===== src/rtl/fetch_unit_if.sv =====
// fetch_unit_if -- byte-wide program memory read bus.
//   mem_addr  : byte address driven by the fetch unit
//   mem_rd    : one-cycle read strobe driven by the fetch unit
//   mem_rdata : read data returned by memory
//   mem_valid : mem_rdata is valid this cycle (any latency >= 1 cycle)
// Modports: master = fetch unit side, slave = memory side.
interface fetch_unit_if;
   logic [11:0] mem_addr;
   logic        mem_rd;
   logic [7:0]  mem_rdata;
   logic        mem_valid;

   modport master (
      output mem_addr,
      output mem_rd,
      input  mem_rdata,
      input  mem_valid
   );

   modport slave (
      input  mem_addr,
      input  mem_rd,
      output mem_rdata,
      output mem_valid
   );
endinterface


===== src/rtl/fetch_unit.sv =====
// fetch_unit -- fetches a 16-bit instruction as two byte reads (high byte at
// pc, low byte at pc+1) and owns the program counter.
//
// Ports:
//   clk             system clock, rising edge
//   rst             synchronous active-high reset
//   mem             fetch_unit_if.master, program memory byte bus
//   fetch_req_i     start a fetch at pc (ignored while busy)
//   pc_inc_i        pc += 2   (IDLE only)
//   pc_skip_i       pc += 4   (IDLE only)
//   pc_load_i       pc = pc_load_addr_i (IDLE only, highest priority)
//   pc_load_addr_i  new pc value
//   instruction_o   last assembled instruction {high, low}
//   instr_valid_o   one-cycle pulse in DONE
//   busy_o          high in every state except IDLE
//   pc_o            current program counter
//   fetch_err_o     sticky misaligned-fetch flag
//
// Optional feature: define FETCH_ALIGN_ERR_EN to reject fetches at odd pc
// (fetch_err_o set until reset, no memory read issued). Without it, odd-pc
// fetches proceed normally and fetch_err_o stays 0.
//
// state   | meaning
// --------+---------------------------------------------------------
// IDLE    | accept pc controls and fetch_req_i
// RD_HI   | mem_rd strobe, mem_addr = pc
// WAIT_HI | wait for mem_valid, capture high byte
// RD_LO   | mem_rd strobe, mem_addr = pc + 1
// WAIT_LO | wait for mem_valid, capture low byte
// DONE    | instruction updated, instr_valid_o pulse
module fetch_unit #(
   parameter logic [11:0] PC_RESET = 12'h200
) (
   input  logic                clk,
   input  logic                rst,
   fetch_unit_if.master        mem,
   input  logic                fetch_req_i,
   input  logic                pc_inc_i,
   input  logic                pc_skip_i,
   input  logic                pc_load_i,
   input  logic [11:0]         pc_load_addr_i,
   output logic [15:0]         instruction_o,
   output logic                instr_valid_o,
   output logic                busy_o,
   output logic [11:0]         pc_o,
   output logic                fetch_err_o
);

   typedef enum logic [2:0] {
      IDLE    = 3'd0,
      RD_HI   = 3'd1,
      WAIT_HI = 3'd2,
      RD_LO   = 3'd3,
      WAIT_LO = 3'd4,
      DONE    = 3'd5
   } state_t;

   state_t      state_q;
   logic [11:0] pc_q;
   logic [11:0] pc_d;
   logic [11:0] mem_addr_q;
   logic        mem_rd_q;
   logic [7:0]  hi_q;
   logic [15:0] instruction_q;
   logic        instr_valid_q;
   logic        busy_q;
   logic        fetch_err_q;
   logic        misalign;

   // Candidate pc for this IDLE cycle; a fetch issued in the same cycle uses
   // it, so a jump plus fetch reads from the jump target.
   always_comb begin
      pc_d = pc_q;
      if (pc_load_i)
         pc_d = pc_load_addr_i;
      else if (pc_skip_i)
         pc_d = pc_q + 12'd4;
      else if (pc_inc_i)
         pc_d = pc_q + 12'd2;
   end

`ifdef FETCH_ALIGN_ERR_EN
   assign misalign = pc_d[0];
`else
   assign misalign = 1'b0;
`endif

   always_ff @(posedge clk) begin
      if (rst) begin
         state_q       <= IDLE;
         pc_q          <= PC_RESET;
         mem_addr_q    <= '0;
         mem_rd_q      <= 1'b0;
         hi_q          <= '0;
         instruction_q <= '0;
         instr_valid_q <= 1'b0;
         busy_q        <= 1'b0;
         fetch_err_q   <= 1'b0;
      end else begin
         mem_rd_q      <= 1'b0;
         instr_valid_q <= 1'b0;
         case (state_q)
            IDLE: begin
               pc_q <= pc_d;
               if (fetch_req_i) begin
                  if (misalign) begin
                     fetch_err_q <= 1'b1;
                  end else begin
                     state_q    <= RD_HI;
                     mem_rd_q   <= 1'b1;
                     mem_addr_q <= pc_d;
                     busy_q     <= 1'b1;
                  end
               end
            end
            RD_HI: state_q <= WAIT_HI;
            WAIT_HI: begin
               if (mem.mem_valid) begin
                  hi_q       <= mem.mem_rdata;
                  mem_rd_q   <= 1'b1;
                  // 12-bit add wraps 12'hFFF to 12'h000
                  mem_addr_q <= pc_q + 12'd1;
                  state_q    <= RD_LO;
               end
            end
            RD_LO: state_q <= WAIT_LO;
            WAIT_LO: begin
               if (mem.mem_valid) begin
                  instruction_q <= {hi_q, mem.mem_rdata};
                  instr_valid_q <= 1'b1;
                  state_q       <= DONE;
               end
            end
            DONE: begin
               state_q <= IDLE;
               busy_q  <= 1'b0;
            end
            default: begin
               state_q <= IDLE;
               busy_q  <= 1'b0;
            end
         endcase
      end
   end

   assign mem.mem_addr  = mem_addr_q;
   assign mem.mem_rd    = mem_rd_q;
   assign instruction_o = instruction_q;
   assign instr_valid_o = instr_valid_q;
   assign busy_o        = busy_q;
   assign pc_o          = pc_q;
   assign fetch_err_o   = fetch_err_q;

endmodule


===== src/flat_wrapper.sv =====
// flat-port wrapper written by rule: the top's interface ports become plain ports
module fetch_unit_flat 
#(
   parameter logic [11:0] PC_RESET = 12'h200
)
  (clk, rst, fetch_req_i, pc_inc_i, pc_skip_i, pc_load_i, pc_load_addr_i, instruction_o, instr_valid_o, busy_o, pc_o, fetch_err_o, mem_mem_addr, mem_mem_rd, mem_mem_rdata, mem_mem_valid);
  fetch_unit_if mem_i ();
  input  logic clk;
  input  logic rst;
  input  logic fetch_req_i;
  input  logic pc_inc_i;
  input  logic pc_skip_i;
  input  logic pc_load_i;
  input  logic [11:0] pc_load_addr_i;
  output logic [15:0] instruction_o;
  output logic instr_valid_o;
  output logic busy_o;
  output logic [11:0] pc_o;
  output logic fetch_err_o;
  output wire logic [$bits(mem_i.mem_addr)-1:0] mem_mem_addr;
  output wire logic [$bits(mem_i.mem_rd)-1:0] mem_mem_rd;
  input wire logic [$bits(mem_i.mem_rdata)-1:0] mem_mem_rdata;
  input wire logic [$bits(mem_i.mem_valid)-1:0] mem_mem_valid;
  assign mem_mem_addr = mem_i.mem_addr;
  assign mem_mem_rd = mem_i.mem_rd;
  assign mem_i.mem_rdata = mem_mem_rdata;
  assign mem_i.mem_valid = mem_mem_valid;
  fetch_unit #(.PC_RESET(PC_RESET)) u_core (.clk(clk), .rst(rst), .mem(mem_i), .fetch_req_i(fetch_req_i), .pc_inc_i(pc_inc_i), .pc_skip_i(pc_skip_i), .pc_load_i(pc_load_i), .pc_load_addr_i(pc_load_addr_i), .instruction_o(instruction_o), .instr_valid_o(instr_valid_o), .busy_o(busy_o), .pc_o(pc_o), .fetch_err_o(fetch_err_o));
endmodule

===== config.mk =====
export PLATFORM = sky130hd
export DESIGN_NAME = fetch_unit_flat
export DESIGN_NICKNAME = d
export VERILOG_FILES = /design/src/rtl/fetch_unit_if.sv /design/src/rtl/fetch_unit.sv /design/src/flat_wrapper.sv
export SDC_FILE = /design/constraint.sdc
export NUM_CORES = 1
export LEC_CHECK = 0
export CAP_MARGIN = 20
export CORE_ASPECT_RATIO = 1.5
export CORE_UTILIZATION = 35
export CTS_CLUSTER_DIAMETER = 200
export DETAILED_ROUTE_END_ITERATION = 10
export GPL_TIMING_DRIVEN = 1
export SLEW_MARGIN = 25
export SYNTH_ARGS = -nofsm -noshare
export SYNTH_HDL_FRONTEND = slang
export SYNTH_SLANG_ARGS = --single-unit

===== constraint.sdc =====
create_clock -name clk -period 2.3 [get_ports clk]
set_input_delay 0.46 -clock clk [delete_from_list [all_inputs] [get_ports clk]]
set_output_delay 0.46 -clock clk [all_outputs]
set_load 0.1 [all_outputs]

### After elaboration in Yosys (flattened, before gate mapping)

Cells that the tools add are included.

| storage, ports and cells | value |
|---|---|
| register bits | 54 |
| input port bits | 27 |
| output and inout bits | 44 |
| logic and storage cells | 44 |

| operators by class | value |
|---|---|
| add/sub/neg operators | 3 |
| equal/unequal tests | 7 |
| mux-type cells | 15 |
| bitwise operators | 2 |
| reductions and logical operators | 9 |

Operators by type and width:

| kind | number |
|---|---|
| $mux 12 | 5 |
| $pmux 12 s2 | 1 |
| $pmux 3 s5 | 1 |
| $add 12x1->12 const B | 1 |
| $add 12x2->12 const B | 1 |
| $add 12x3->12 const B | 1 |
| $mux 3 | 3 |
| $eq 3x2->1 const B | 2 |
| $ne 2x2->1 const B | 3 |
| $reduce_and 2->1 | 3 |
| $reduce_and 3->1 | 2 |
| $pmux 1 s2 | 2 |
| $reduce_or 4->1 | 1 |
| $eq 3x1->1 const B | 1 |
| $eq 3x3->1 const B | 1 |
| $logic_not 3->1 | 1 |
| $mux 1 | 3 |
| $not 1->1 | 2 |
| $reduce_bool 2->1 | 1 |
| $reduce_or 2->1 | 1 |

### Depth between registers and ports, before layout

| depth | value |
|---|---|
| depth after elaboration | 6 |
| gate-level depth with buffers | 7 |
| depth with buffers taken out | 6 |

### Least setup slack after synthesis

No wires, ideal clock.

| timing | value |
|---|---|
| kind | reg-to-reg |
| from | reg u_core.pc_q[3] (netlist: u_core.pc_o[3]) |
| to | reg u_core.mem_addr_q[10] (netlist: u_core.mem.mem_addr[10]) |
| setup time | 0.080 ns |
| arrival | 2.490 ns |
| data required time | 2.220 ns |
| slack | -0.270 ns |
| cell stages (with the launch flop) | 7 |
| buffers on the path | 0 |
| clock period less this slack | 2.570 ns |
| cell sequence | dfxtp_1 -> ha_1 -> nand3_1 -> or4_1 -> a31oi_1 -> nand2_1 -> a211oi_2 |

| on the way | value |
|---|---|
| cells in the longest elaborated chain, start to end | 6 |
| elaborated cells on any way between the ends | 9 |
| those cells by class | add/sub (3); mux (6) |

Ends and longest elaborated chain:

| what | line | RTL |
|---|---|---|
| start: declaration | fetch_unit.sv:59 | `logic [11:0] pc_q;` |
| start signal: assignment | fetch_unit.sv:104 | `pc_q <= pc_d;` |
| $add 12x2->12 | fetch_unit.sv:79 | `pc_d = pc_q + 12'd2;` |
| $mux 12 | fetch_unit.sv:78 | `else if (pc_inc_i)` |
| $mux 12 | fetch_unit.sv:76 | `else if (pc_skip_i)` |
| $mux 12 | fetch_unit.sv:74 | `if (pc_load_i)` |
| $mux 12 | fetch_unit.sv:105 | `if (fetch_req_i) begin` |
| $pmux 12 s2 (*) | fetch_unit.sv:102 | `case (state_q)` |
| end signal: assignment | fetch_unit.sv:111 | `mem_addr_q <= pc_d;` |
| end signal: assignment | fetch_unit.sv:122 | `mem_addr_q <= pc_q + 12'd1;` |
| end: declaration | fetch_unit.sv:61 | `logic [11:0] mem_addr_q;` |

Every way passes the cells marked *; elsewhere a longest branch is shown, timed or not. The select of a mux whose other input is x is not followed.
A chain may end at the register's enable or synchronous reset.

### Worst setup path after layout

| timing | value |
|---|---|
| from | in pc_inc_i |
| to | reg u_core.mem_addr_q[10] (netlist: u_core.mem.mem_addr[10]) |

| on the way | value |
|---|---|
| cells in the longest elaborated chain, start to end | 5 |

Ends and longest elaborated chain:

| what | line | RTL |
|---|---|---|
| start: declaration | flat_wrapper.sv:11 | `input logic pc_inc_i;` |
| $mux 12 | fetch_unit.sv:78 |  |
| $mux 12 | fetch_unit.sv:76 |  |
| $mux 12 | fetch_unit.sv:74 |  |
| $mux 12 | fetch_unit.sv:105 |  |
| $pmux 12 s2 | fetch_unit.sv:102 |  |

Every way passes these cells. The select of a mux whose other input is x is not followed.

==> flow_summary_export.csv <==
group,metric,value,unit
outcome,status,"completed",
setup_path,crit_type,"input port to register",
logic_synthesis,synth-simple-area-share,0.255,
drt,drc,0,
grt,grt_overflow,0,
clock_tree,root_buffer,"clkbuf_16",
place,gp_congestion,0.814,
die,io_pins,71,
clock_tree,cts_setup_buffers,0,
clock_tree,post_cts_resized,0,
logic_synthesis,synth_compound_area_frac,0.210,
logic_synthesis,muxShareOfSynthArea,0.0146,
finish,final_common_cell,"nand2_1",
logic_synthesis,synth_cell_types,54,
die,initial_core_util,0.361,
grt,antenna_found_initial,0,
power,finalPower,2820,uW
die,dieArea,8220,sq um
place,io_buffers,69,
finish,antennaDiodeCount,0,
worst_hold_path,min_from,"u_core.hi_q[2]",
worst_hold_path,hold_depth,2,
finish,fin_area,3560,sq um
logic_synthesis,yosysTopAreaCell,"dfxtp_1",
logic_synthesis,async_reset_ff_frac,0,
drt,drtIter0Drc,72,
die,core_region_area,7610,sq um
power,ir_drop,0.000394,V
finish,drive_gt1_frac,0.193,
place,detailed_place_hpwl,5.31,mm
power,power.density,794,nW/um^2
logic_synthesis,yosys-top-cells-area,"dfxtp_1 39%, nand2_1 11%, a21oi_1 8.0%",
sta,period_needed,1920,ps
finish,synthToLayoutAreaGrowth,29.4,%
logic_synthesis,syn_nets,379,
run,cap_violations,0,
drt,totalWireLength,7.19,mm
logic_synthesis,synth_ff_type,"dfxtp_1",
logic_synthesis,synth_top_family_by_area,"simple AND/OR/NAND/NOR gates",
logic_synthesis,synth_xor_xnor_area_share,0.0510,
clock_tree,cts_max_level,2,
drt,first_pass_iters,4,
sta,slew_headroom,0.594,
logic_synthesis,synth-edff-count,0,
logic_synthesis,avgSynthCellArea,7.88,sq um
sta,hold_viol,0,
clock_tree,clock-sinks,54,
logic_synthesis,ys_seq_area_frac,0.393,
clock_tree,cts_max_path_buffers,2,
sta,finalWorstSetupSlack,377,ps
setup_path,r2r_setup_slack,450,ps
drt,wl_per_cell,13.9,um
setup_path,reg2reg_from,"u_core.pc_o[2]",
drt,detail-route-antenna-nets,0,
clock_tree,cts_buffers,5,
finish,nNetsFinal,444,
setup_path,rr_endpoint,"u_core.mem.mem_addr[11]",
grt,track_usage,0.180,
clock_tree,postCtsHoldBufs,0,
worst_hold_path,whs_endpoint,"u_core.instruction_o[10]",
sta,clock_skew,7.89,ps
setup_path,rr_worst_depth,6,
clock_tree,cts_tree,"done",
sta,period_share,0.836,
setup_path,crit_arrival,2140,ps
sta,rsz0062_at_grt,"no",
worst_hold_path,min_path_type,"register to register",
setup_path,crit_path_end_kind,"register",
die,die_h,111,um
finish,postLayoutCoreUtil,0.467,
logic_synthesis,synth_cells,349,
logic_synthesis,synthAdderAreaFrac,0.0137,
sta,fmax,0.520,GHz
grt,grt_max_degree,28,
finish,layout_common_cells,"82 x nand2_1, 57 x buf_4, 50 x dfxtp_1",
drt,vias,2657,
logic_synthesis,ys_warn_count,0,
die,std_cell_rows,39,
sta,setup_viol,0,
sta,tns,0,ps
sta,tightest_slew,610,ps
drt,post_drt_via_cell_ratio,5.14,
die,dieWidth,74.4,um
logic_synthesis,yosys_register_bits,54,
place,place_ws,92.4,ps
clock_tree,cts.clk_slew.worst_paths,70,ps
power,leakagePower,0.00138,uW
setup_path,critPathRequiredTime,2510,ps
sta,final_max_slew_viol_count,0,
setup_path,worstPathMaxFanout,7,
grt,grt_pass1_vias,2503,
logic_synthesis,synth_top_area_frac,0.393,
clock_tree,clk_latency,290,ps
place,postPlaceCellArea,3410,sq um
setup_path,start_kind,"input port",
grt,grt_pass1_wl,11.8,mm
logic_synthesis,netlist_area,2750,sq um
## cell type report
type | count | area (sq um)
clock buffers | 5 | 125
clock inverters | 3 | 25.0
fillers | 791 | 4060
inverters | 3 | 11.3
multi-input cells | 267 | 1500
flip-flops and latches | 54 | 1090
well taps | 102 | 128
repair buffers | 83 | 683
## cell usage after synthesis, types with 4 or more instances
| master | n |
|---|---|
| nand2_1 | 82 |
| nor2_1 | 26 |
| buf_2 | 7 |
| dfxtp_1 | 54 |
| xnor2_1 | 5 |
| nand3_1 | 4 |
| a31oi_1 | 5 |
| a211oi_1 | 8 |
| a21oi_1 | 44 |
| nand4_1 | 5 |
| mux2i_1 | 4 |
| o211ai_1 | 4 |
| o21ai_0 | 9 |
| clkbuf_1 | 7 |
| xor2_1 | 11 |
| nor3_1 | 10 |
## metal layers
metal | track usage | part of all wire | wire length [um]
met5 | 0 | 0 | 0
met4 | 0.0792 | 0.027 | 192
met3 | 0.0274 | 0.039 | 282
met2 | 0.305 | 0.51 | 3640
met1 | 0.217 | 0.43 | 3070
## power breakdown
part | internal (uW) | total [uW] | switching (uW)
Clock | 410 | 771 | 361
Sequential | 1010 | 1100 | 93.4
Combinational | 270 | 954 | 683
Total | 1690 | 2820 | 1140
## worst max-delay path by stage
stage                        start                      end  slack [ps]  cells after the start
floorplan           u_core.pc_o[4]  u_core.mem.mem_addr[10]         -40                      5
global placement          pc_inc_i  u_core.mem.mem_addr[10]         110                      6
detailed placement        pc_inc_i  u_core.mem.mem_addr[10]          90                      6
CTS                       pc_inc_i  u_core.mem.mem_addr[10]         390                      6
global route              pc_inc_i  u_core.mem.mem_addr[10]         270                      6
finish                    pc_inc_i  u_core.mem.mem_addr[10]         380                      6
## through the flow
stage | instances | hold slack [ps]
after detailed placement | 509 | 443
after global routing | 517 | 465
after floorplan | 349 | 432
final | 517 | 451
after CTS | 517 | 454
after global placement | 509 | 436
## critical path, cell delays in order
cell and delay (ps):
clkdlybuf4s50_1 570, a21oi_1 120, or4_1 500, a31oi_1 220
nand2_1 90, a211oi_2 180
## sequential cells by signal, indices dropped and copies added (netlist names)
register,cells
u_core.mem.mem_rd,1
u_core.pc_o,12
u_core.busy_o,1
u_core.instr_valid_o,1
u_core.state_q,3
u_core.hi_q,8
u_core.instruction_o,16
u_core.mem.mem_addr,12
## logic make-up after synthesis
family,after synthesis
multiplexers,4
buffers and inverters,28
adder cells (fa/ha/maj),3
flip-flops,54
AND/OR/NAND/NOR,152
XOR/XNOR,16
other,1
AO/OA/AOI/OAI,91
(Power assumes the default switching activity.)
